**src/rtl/lcd_hd44780_driver_if.sv**
```systemverilog
// ---------------------------------------------------------------------------
// lcd_hd44780_driver_if
// Byte-request handshake between the load/store unit's LCD register path
// (master) and the HD44780 timing engine (slave).
//   i_valid : master -> slave, byte request valid (held until accepted)
//   i_rs    : master -> slave, 0 = command, 1 = character data
//   i_data  : master -> slave, byte to write
//   o_ready : slave -> master, high only while the engine is idle
//   o_busy  : slave -> master, always the inverse of o_ready
// ---------------------------------------------------------------------------
interface lcd_hd44780_driver_if;
  logic       i_valid;
  logic       i_rs;
  logic [7:0] i_data;
  logic       o_ready;
  logic       o_busy;

  modport master (output i_valid, i_rs, i_data, input  o_ready, o_busy);
  modport slave  (input  i_valid, i_rs, i_data, output o_ready, o_busy);
endinterface

```
**src/rtl/lcd_hd44780_driver.sv**
```systemverilog
// ---------------------------------------------------------------------------
// lcd_hd44780_driver
// Write-only timing engine for an HD44780-compatible character LCD. After
// reset it waits POWERON_CYC cycles, then plays a four-byte init sequence.
// Afterwards it accepts one byte per handshake and drives the pins through
// SETUP -> PULSE (EN high) -> HOLD -> EXEC_WAIT before becoming ready again.
//   i_clk      : system clock
//   i_reset    : asynchronous, active-low reset
//   bus        : byte request handshake (slave side)
//   o_lcd_on   : LCD power/backlight enable, set on first edge after reset
//   o_lcd_en   : LCD enable strobe (registered, glitch-free)
//   o_lcd_rs   : LCD register select
//   o_lcd_rw   : LCD read/write, constant 0 (write only)
//   o_lcd_data : LCD data bus
// ---------------------------------------------------------------------------
module lcd_hd44780_driver #(
  parameter int unsigned SETUP_CYC      = 2,
  parameter int unsigned PULSE_CYC      = 25,
  parameter int unsigned HOLD_CYC       = 2,
  parameter int unsigned WAIT_CYC       = 2000,
  parameter int unsigned CLEAR_WAIT_CYC = 80000,
  parameter int unsigned POWERON_CYC    = 750000
) (
  input  logic                 i_clk,
  input  logic                 i_reset,
  lcd_hd44780_driver_if.slave  bus,
  output logic                 o_lcd_on,
  output logic                 o_lcd_en,
  output logic                 o_lcd_rs,
  output logic                 o_lcd_rw,
  output logic [7:0]           o_lcd_data
);

  typedef enum logic [2:0] {
    PWR_WAIT,
    SETUP,
    PULSE,
    HOLD,
    EXEC_WAIT,
    IDLE
  } state_t;

  // Each timed state loads (param - 1) on entry and leaves when the counter
  // reads zero, so it lasts exactly param cycles. The power-on wait is loaded
  // directly by reset instead.
  localparam logic [19:0] SETUP_LD = 20'(SETUP_CYC - 1);
  localparam logic [19:0] PULSE_LD = 20'(PULSE_CYC - 1);
  localparam logic [19:0] HOLD_LD  = 20'(HOLD_CYC - 1);
  localparam logic [19:0] WAIT_LD  = 20'(WAIT_CYC - 1);
  localparam logic [19:0] CLEAR_LD = 20'(CLEAR_WAIT_CYC - 1);
  localparam logic [19:0] PWR_LD   = 20'(POWERON_CYC);

  // Power-on init ROM: 8-bit/2-line, display on, clear, entry increment.
  function automatic logic [7:0] init_byte(input logic [1:0] idx);
    case (idx)
      2'd0:    init_byte = 8'h38;
      2'd1:    init_byte = 8'h0C;
      2'd2:    init_byte = 8'h01;
      default: init_byte = 8'h06;
    endcase
  endfunction

  state_t      state_q, state_d;
  logic [19:0] cnt_q, cnt_d;
  logic [1:0]  idx_q, idx_d;
  logic        init_q, init_d;
  logic        rs_q, rs_d;
  logic [7:0]  data_q, data_d;
  logic        en_q, en_d;
  logic        ready_q, ready_d;
  logic        on_q, on_d;

  logic cnt_zero;
  logic long_wait;

  assign cnt_zero = (cnt_q == 20'd0);
  // Clear Display (0x01) and Return Home (0x02/0x03) need the long wait.
  assign long_wait = !rs_q && (data_q[7:2] == 6'd0) && (data_q != 8'h00);

  always_comb begin
    // NOTE: every signal gets a default before the case so no path leaves
    // one unassigned, which would otherwise infer a latch.
    state_d = state_q;
    cnt_d   = cnt_zero ? 20'd0 : cnt_q - 20'd1;
    idx_d   = idx_q;
    init_d  = init_q;
    rs_d    = rs_q;
    data_d  = data_q;
    on_d    = 1'b1;

    case (state_q)
      PWR_WAIT: begin
        if (cnt_zero) begin
          rs_d    = 1'b0;
          data_d  = init_byte(2'd0);
          cnt_d   = SETUP_LD;
          state_d = SETUP;
        end
      end
      SETUP: begin
        if (cnt_zero) begin
          cnt_d   = PULSE_LD;
          state_d = PULSE;
        end
      end
      PULSE: begin
        if (cnt_zero) begin
          cnt_d   = HOLD_LD;
          state_d = HOLD;
        end
      end
      HOLD: begin
        if (cnt_zero) begin
          cnt_d   = long_wait ? CLEAR_LD : WAIT_LD;
          state_d = EXEC_WAIT;
        end
      end
      EXEC_WAIT: begin
        if (cnt_zero) begin
          if (init_q && (idx_q != 2'd3)) begin
            idx_d   = idx_q + 2'd1;
            rs_d    = 1'b0;
            data_d  = init_byte(idx_q + 2'd1);
            cnt_d   = SETUP_LD;
            state_d = SETUP;
          end else begin
            init_d  = 1'b0;
            state_d = IDLE;
          end
        end
      end
      IDLE: begin
        if (bus.i_valid) begin
          rs_d    = bus.i_rs;
          data_d  = bus.i_data;
          cnt_d   = SETUP_LD;
          state_d = SETUP;
        end
      end
      default: state_d = PWR_WAIT;
    endcase

    // Pin-level outputs are registered from the next state so EN and READY
    // change cleanly on the clock edge with no decode glitches.
    en_d    = (state_d == PULSE);
    ready_d = (state_d == IDLE);
  end

  always_ff @(posedge i_clk or negedge i_reset) begin
    if (!i_reset) begin
      state_q <= PWR_WAIT;
      cnt_q   <= PWR_LD;
      idx_q   <= 2'd0;
      init_q  <= 1'b1;
      rs_q    <= 1'b0;
      data_q  <= 8'h00;
      en_q    <= 1'b0;
      ready_q <= 1'b0;
      on_q    <= 1'b0;
    end else begin
      // NOTE: non-blocking assignments so every flop samples pre-edge values.
      state_q <= state_d;
      cnt_q   <= cnt_d;
      idx_q   <= idx_d;
      init_q  <= init_d;
      rs_q    <= rs_d;
      data_q  <= data_d;
      en_q    <= en_d;
      ready_q <= ready_d;
      on_q    <= on_d;
    end
  end

  assign bus.o_ready = ready_q;
  assign bus.o_busy  = ~ready_q;
  assign o_lcd_on    = on_q;
  assign o_lcd_en    = en_q;
  assign o_lcd_rs    = rs_q;
  assign o_lcd_rw    = 1'b0;
  assign o_lcd_data  = data_q;

endmodule

```
**src/flat_wrapper.sv**
```systemverilog
// flat-port wrapper written by rule: the top's interface ports become plain ports
module lcd_hd44780_driver_flat 
#(
  parameter int unsigned SETUP_CYC      = 2,
  parameter int unsigned PULSE_CYC      = 25,
  parameter int unsigned HOLD_CYC       = 2,
  parameter int unsigned WAIT_CYC       = 2000,
  parameter int unsigned CLEAR_WAIT_CYC = 80000,
  parameter int unsigned POWERON_CYC    = 750000
)
  (i_clk, i_reset, o_lcd_on, o_lcd_en, o_lcd_rs, o_lcd_rw, o_lcd_data, bus_i_valid, bus_i_rs, bus_i_data, bus_o_ready, bus_o_busy);
  lcd_hd44780_driver_if bus_i ();
  input  logic i_clk;
  input  logic i_reset;
  output logic o_lcd_on;
  output logic o_lcd_en;
  output logic o_lcd_rs;
  output logic o_lcd_rw;
  output logic [7:0] o_lcd_data;
  input wire logic [$bits(bus_i.i_valid)-1:0] bus_i_valid;
  input wire logic [$bits(bus_i.i_rs)-1:0] bus_i_rs;
  input wire logic [$bits(bus_i.i_data)-1:0] bus_i_data;
  output wire logic [$bits(bus_i.o_ready)-1:0] bus_o_ready;
  output wire logic [$bits(bus_i.o_busy)-1:0] bus_o_busy;
  assign bus_i.i_valid = bus_i_valid;
  assign bus_i.i_rs = bus_i_rs;
  assign bus_i.i_data = bus_i_data;
  assign bus_o_ready = bus_i.o_ready;
  assign bus_o_busy = bus_i.o_busy;
  lcd_hd44780_driver #(.SETUP_CYC(SETUP_CYC), .PULSE_CYC(PULSE_CYC), .HOLD_CYC(HOLD_CYC), .WAIT_CYC(WAIT_CYC), .CLEAR_WAIT_CYC(CLEAR_WAIT_CYC), .POWERON_CYC(POWERON_CYC)) u_core (.i_clk(i_clk), .i_reset(i_reset), .bus(bus_i), .o_lcd_on(o_lcd_on), .o_lcd_en(o_lcd_en), .o_lcd_rs(o_lcd_rs), .o_lcd_rw(o_lcd_rw), .o_lcd_data(o_lcd_data));
endmodule
```
**config.mk**
```make
export PLATFORM = sky130hd
export DESIGN_NAME = lcd_hd44780_driver_flat
export DESIGN_NICKNAME = d
export VERILOG_FILES = /design/src/rtl/lcd_hd44780_driver_if.sv /design/src/rtl/lcd_hd44780_driver.sv /design/src/flat_wrapper.sv
export SDC_FILE = /design/constraint.sdc
export NUM_CORES = 1
export LEC_CHECK = 0
export BUFFER_PORTS_ARGS = -buffer_cell sky130_fd_sc_hd__buf_4
export CAP_MARGIN = 40
export CORE_ASPECT_RATIO = 0.8
export CORE_MARGIN = 2
export CORE_UTILIZATION = 30
export CTS_CLUSTER_DIAMETER = 200
export DETAILED_ROUTE_END_ITERATION = 8
export PLACE_DENSITY = 0.51
export SYNTH_ARGS = -nofsm -noshare
export SYNTH_HDL_FRONTEND = slang
export SYNTH_SLANG_ARGS = --single-unit
```
**constraint.sdc**
```tcl
create_clock -name i_clk -period 5.74 [get_ports i_clk]
set_input_delay 0.574 -clock i_clk [delete_from_list [all_inputs] [get_ports i_clk]]
set_output_delay 0.574 -clock i_clk [all_outputs]
set_load 0.1 [all_outputs]
```
# == Word level (Yosys, flattened, before mapping) ==
# Index checks and enable logic that the tools add are counted.
# Widths: inputs -> output; s select.
# op_classes
n_bitwise,2
mux,28
n_eq_ne,14
n_reduce_logical,14
n_addsub,2
# op_table
operator,n
$mux 20,7
$pmux 20 s5,1
$mux 8,4
$pmux 8 s3,1
$mux 3,7
$logic_not 20->1,1
$sub 20x1->20 const B,1
$pmux 3 s6,1
$pmux 6 s3,1
$mux 17,1
$eq 3x2->1 const B,3
$eq 3x3->1 const B,3
$reduce_bool 8->1,1
$logic_not 6->1,1
$ne 2x1->1 const B,3
$reduce_and 3->1,2
$reduce_and 5->1,1
$mux 1,4
$ne 2x2->1 const B,2
$eq 3x1->1 const B,1
$logic_and 1x1->1,3
$logic_not 3->1,1
$pmux 1 s3,1
$reduce_bool 3->1,1
7 further kinds,8
# totals
word_cells,69
output_inout_bits,14
in_bits,12
reg_bits,38

# == Depth between registers and ports, before layout ==
# logic_depth
ltp_word,6
ltp_mapped,9
ltp_nobuf,7

# == Worst setup path before layout ==
# No wires, ideal clock.
# synth_timing
path_kind,reg-to-reg
from,register u_core.cnt_q[0]
to,register u_core.state_q[2]
required_time_ps,5616
setup_ps,124
path_stages_with_launch,8
n_path_buf,0
t_arrival_ps,2074
synth_period_minus_slack_ps,2198
path_slack_ps,3542
path_cell_list,dfrtp_1 -> inv_1 -> ha_1 -> nor3b_1 -> nand4_1 -> or4_1 -> o31ai_1 -> nand2_1
# synth_between
elab_chain_len,3
word_cells_on_any_way,7
cone_classes,mux: 6; reduce/logical: 1
# synth_lines
item,line_no,source
from (decl),lcd_hd44780_driver.sv:64,"logic [19:0] cnt_q, cnt_d;"
from (signal assigned),lcd_hd44780_driver.sv:163,cnt_q <= cnt_d;
$logic_not 20->1 *,lcd_hd44780_driver.sv:76,assign cnt_zero = (cnt_q == 20'd0);
"$mux 3, on equally long branches",n/a,
$pmux 3 s6 *,lcd_hd44780_driver.sv:91,case (state_q)
named net u_core.state_d[2],lcd_hd44780_driver.sv:63,"state_t state_q, state_d;"
to (signal assigned),lcd_hd44780_driver.sv:162,state_q <= state_d;
to (decl),lcd_hd44780_driver.sv:63,
# Mark *: on every way through the listed nets, which the timed path passes. The rest lies on a longest branch.
# A chain may end at the register's enable or synchronous reset.

# == Worst setup path in the final report ==
# Ends and elaborated chain as after synthesis.

==> flow_summary.yaml <==
outcome:
  status: "finished clean"
placement:
  gp_congestion: 0.7397
  portBuffers: 24
  pre_cts_ws_ns: 3.174
  dpl-instance-area_um2: 2222
  hpwl_mm: 3.061
power:
  ir_drop_mv: 0.1037
  p_leak_nw: 1.012
  power_w: 0.0004766
  power.density_nw_per_um2: 205.6
timing:
  holdWs_ns: 0.2460
  max_freq_ghz: 0.3891
  tns_ns: 0
  finalCriticalPeriod_ns: 2.570
  period_share: 0.4477
  maxSlewViolCount: 0
  max_slew_margin: 0.5008
  layout_setup_ws_ns: 3.170
  worstMarginPinSlew_ns: 0.7472
  rsz0062_at_grt: "false"
  finalClockSkew_ns: 0.005605
  hold_violations: 0
  setup_violations: 0
logic_synthesis:
  syn-num-nets: 216
  syn_area_um2: 1972
  synth_warnings: 0
  ys_seq_area_frac: 0.4892
  async_flop_share: 1.000
  syn_avg_cell_area_um2: 9.909
  ys_ff_latch: 38
  netlist_instances: 199
  synth_ff_type: "dfrtp_1"
  synth_edf_count: 0
  synthDistinctLibCells: 50
die:
  core_um2: 6376
  die_y_um: 76.52
  dieArea_um2: 7242
  die_w_um: 94.65
  num_rows: 26
  start_util: 0.3093
  ios: 26
drt:
  drc: 0
  drtAntennaViolNets: 0
  drt_first_pass_iters: 4
  drt_iter0_markers: 78
  post_drt_wl_per_cell_um: 13.55
  viasPerCell: 4.710
  wl_mm: 4.201
  vias: 1460
clock_tree:
  root_buffer: "clkbuf_8"
  cts.sinks: 38
  clockBufferDepth: 2
  post-cts-setup-buffers: 0
  cts.clk_slew.worst_paths_ns: 0.08
  numCtsBuffers: 5
  cts.htree.levels: 2
  cts_tree: "built"
  clk_latency_ns: 0.29
  cts_resized: 0
  postCtsHoldBufs: 0
global_route:
  antenna_found_initial: 0
  grt_max_degree: 39
  grt_pass1_vias: 1498
  grtUsageTotal: 0.1312
  grt_pass1_wl_mm: 7.369
  overflow: 0
setup_path:
  worstSetupStartpointType: "flip-flop"
  crit_arrival_ns: 2.75
  cp_max_fo: 5
  path_class: "reg -> reg"
  crit_start: "u_core.cnt_q[0]$_DFF_PN0_"
  rrSetupSlack_ns: 3.17
  worst_path_largest_cell_delay_ns: 0.63
  rr_startpoint: "u_core.cnt_q[0]$_DFF_PN0_"
  cp.required_ns: 5.92
  path_cells: "inv_1 -> ha_1 -> nor3b_1 -> nand4_1 -> or4_1 -> o31ai_1 -> nand2_1"
  worst_path_max_delay_cell: "nor3b_1"
  end_kind: "flip-flop"
  rr_worst_depth: 7
  rr_endpoint: "u_core.state_q[2]$_DFF_PN0_"
finish:
  fin_nets: 242
  diodes: 0
  postLayoutCellArea_um2: 2318
  drive_above_1_share: 0.2301
  flow.area_growth_from_synthesis_pct: 17.58
flow_run:
  maxCapViolCount: 0
worst_hold_path:
  worstHoldPathType: "in -> async"
## worst max path at each step
stage,end,slack (ns),depth (start not counted)
after floorplan,u_core.state_q[2]$_DFF_PN0_,3.54,7
after global placement,u_core.state_q[2]$_DFF_PN0_,3.22,7
after detailed placement,u_core.state_q[2]$_DFF_PN0_,3.17,7
after CTS,u_core.state_q[2]$_DFF_PN0_,3.15,7
after global routing,u_core.cnt_q[10]$_DFF_PN0_,2.89,7
final,u_core.state_q[2]$_DFF_PN0_,3.17,7
## per-stage QoR
| step | cells | util |
|---|---|---|
| after floorplan | 199 | - |
| after global placement | 301 | 0.3485 |
| after detailed placement | 301 | 0.3485 |
| after CTS | 309 | 0.3628 |
| after global routing | 310 | 0.3636 |
| final | 310 | 0.3636 |
## per-layer routing
layer	routed length [µm]	global-route usage	share of wire
met5	0	0	0
met2	1625	0.1709	0.39
met3	128	0.03858	0.030
met1	2399	0.2083	0.57
met4	48	0.03043	0.011
## cells in the final DEF, fill, tap and decap left out, types with 6 or more instances in the layout
master / n
a21oi_1: 6
buf_4: 24
clkbuf_8: 6
dfrtp_1: 27
dfstp_2: 11
inv_1: 8
nand2_1: 21
nand3_1: 8
nor2_1: 20
nor3_1: 9
o21ai_0: 11
xnor2_1: 10
xor2_1: 8
## cell usage after synthesis, types with 3 or more instances
cell / number / share of area
nand3_1: 8 / 0.020
dfstp_2: 11 / 0.15
clkbuf_1: 3 / 0.0057
nand2_1: 21 / 0.040
dfrtp_1: 27 / 0.34
nor2b_1: 3 / 0.0095
inv_1: 8 / 0.015
ha_1: 5 / 0.032
a22o_1: 3 / 0.013
a31oi_1: 3 / 0.0095
nor2_1: 20 / 0.038
o21ai_0: 11 / 0.028
a21oi_1: 6 / 0.015
xnor2_1: 10 / 0.044
nor3_1: 9 / 0.023
nor4_1: 3 / 0.0095
xor2_1: 8 / 0.036
## power by group
part	switching, W	internal [W]
logic	0.0000122	0.00000535
registers	0.0000000974	0.000268
clock network	0.0000937	0.0000970
## cell families after synthesis
group	count (synthesis)	share of synthesized area
compound gates	36	0.1218
xor+xnor	18	0.07995
fa+ha+maj	5	0.03173
buf+inv	14	0.03299
flops	38	0.4892
mux	4	0.02157
other cells	2	0.003809
simple gates	82	0.2189
## area by class of cell
class / count / area [µm²]
repair buffers: 25 / 185.2
fillers: 694 / 4058
multi-input cells: 147 / 942.2
clock buffers: 7 / 86.33
well taps: 84 / 105.1
inverters: 8 / 30.03
clock inverters: 1 / 5.005
flip-flops and latches: 38 / 964.7
## critical path: cells and delay by family, from the launching register on
family / cells / cell delay [ns]
simple gates: 4 / 1.56
flops: 1 / 0.42
compound gates: 1 / 0.25
fa+ha+maj: 1 / 0.16
buf+inv: 1 / 0.07
## flip-flops by register name (all words and copies together) (netlist names)
name / cells
u_core.init_q: 1
u_core.cnt_q: 20
u_core.bus.o_ready: 1
u_core.o_lcd_en: 1
u_core.o_lcd_data: 8
u_core.state_q: 3
u_core.o_lcd_on: 1
u_core.idx_q: 2
u_core.o_lcd_rs: 1
No activity file was read; power rests on OpenSTA's default activity.
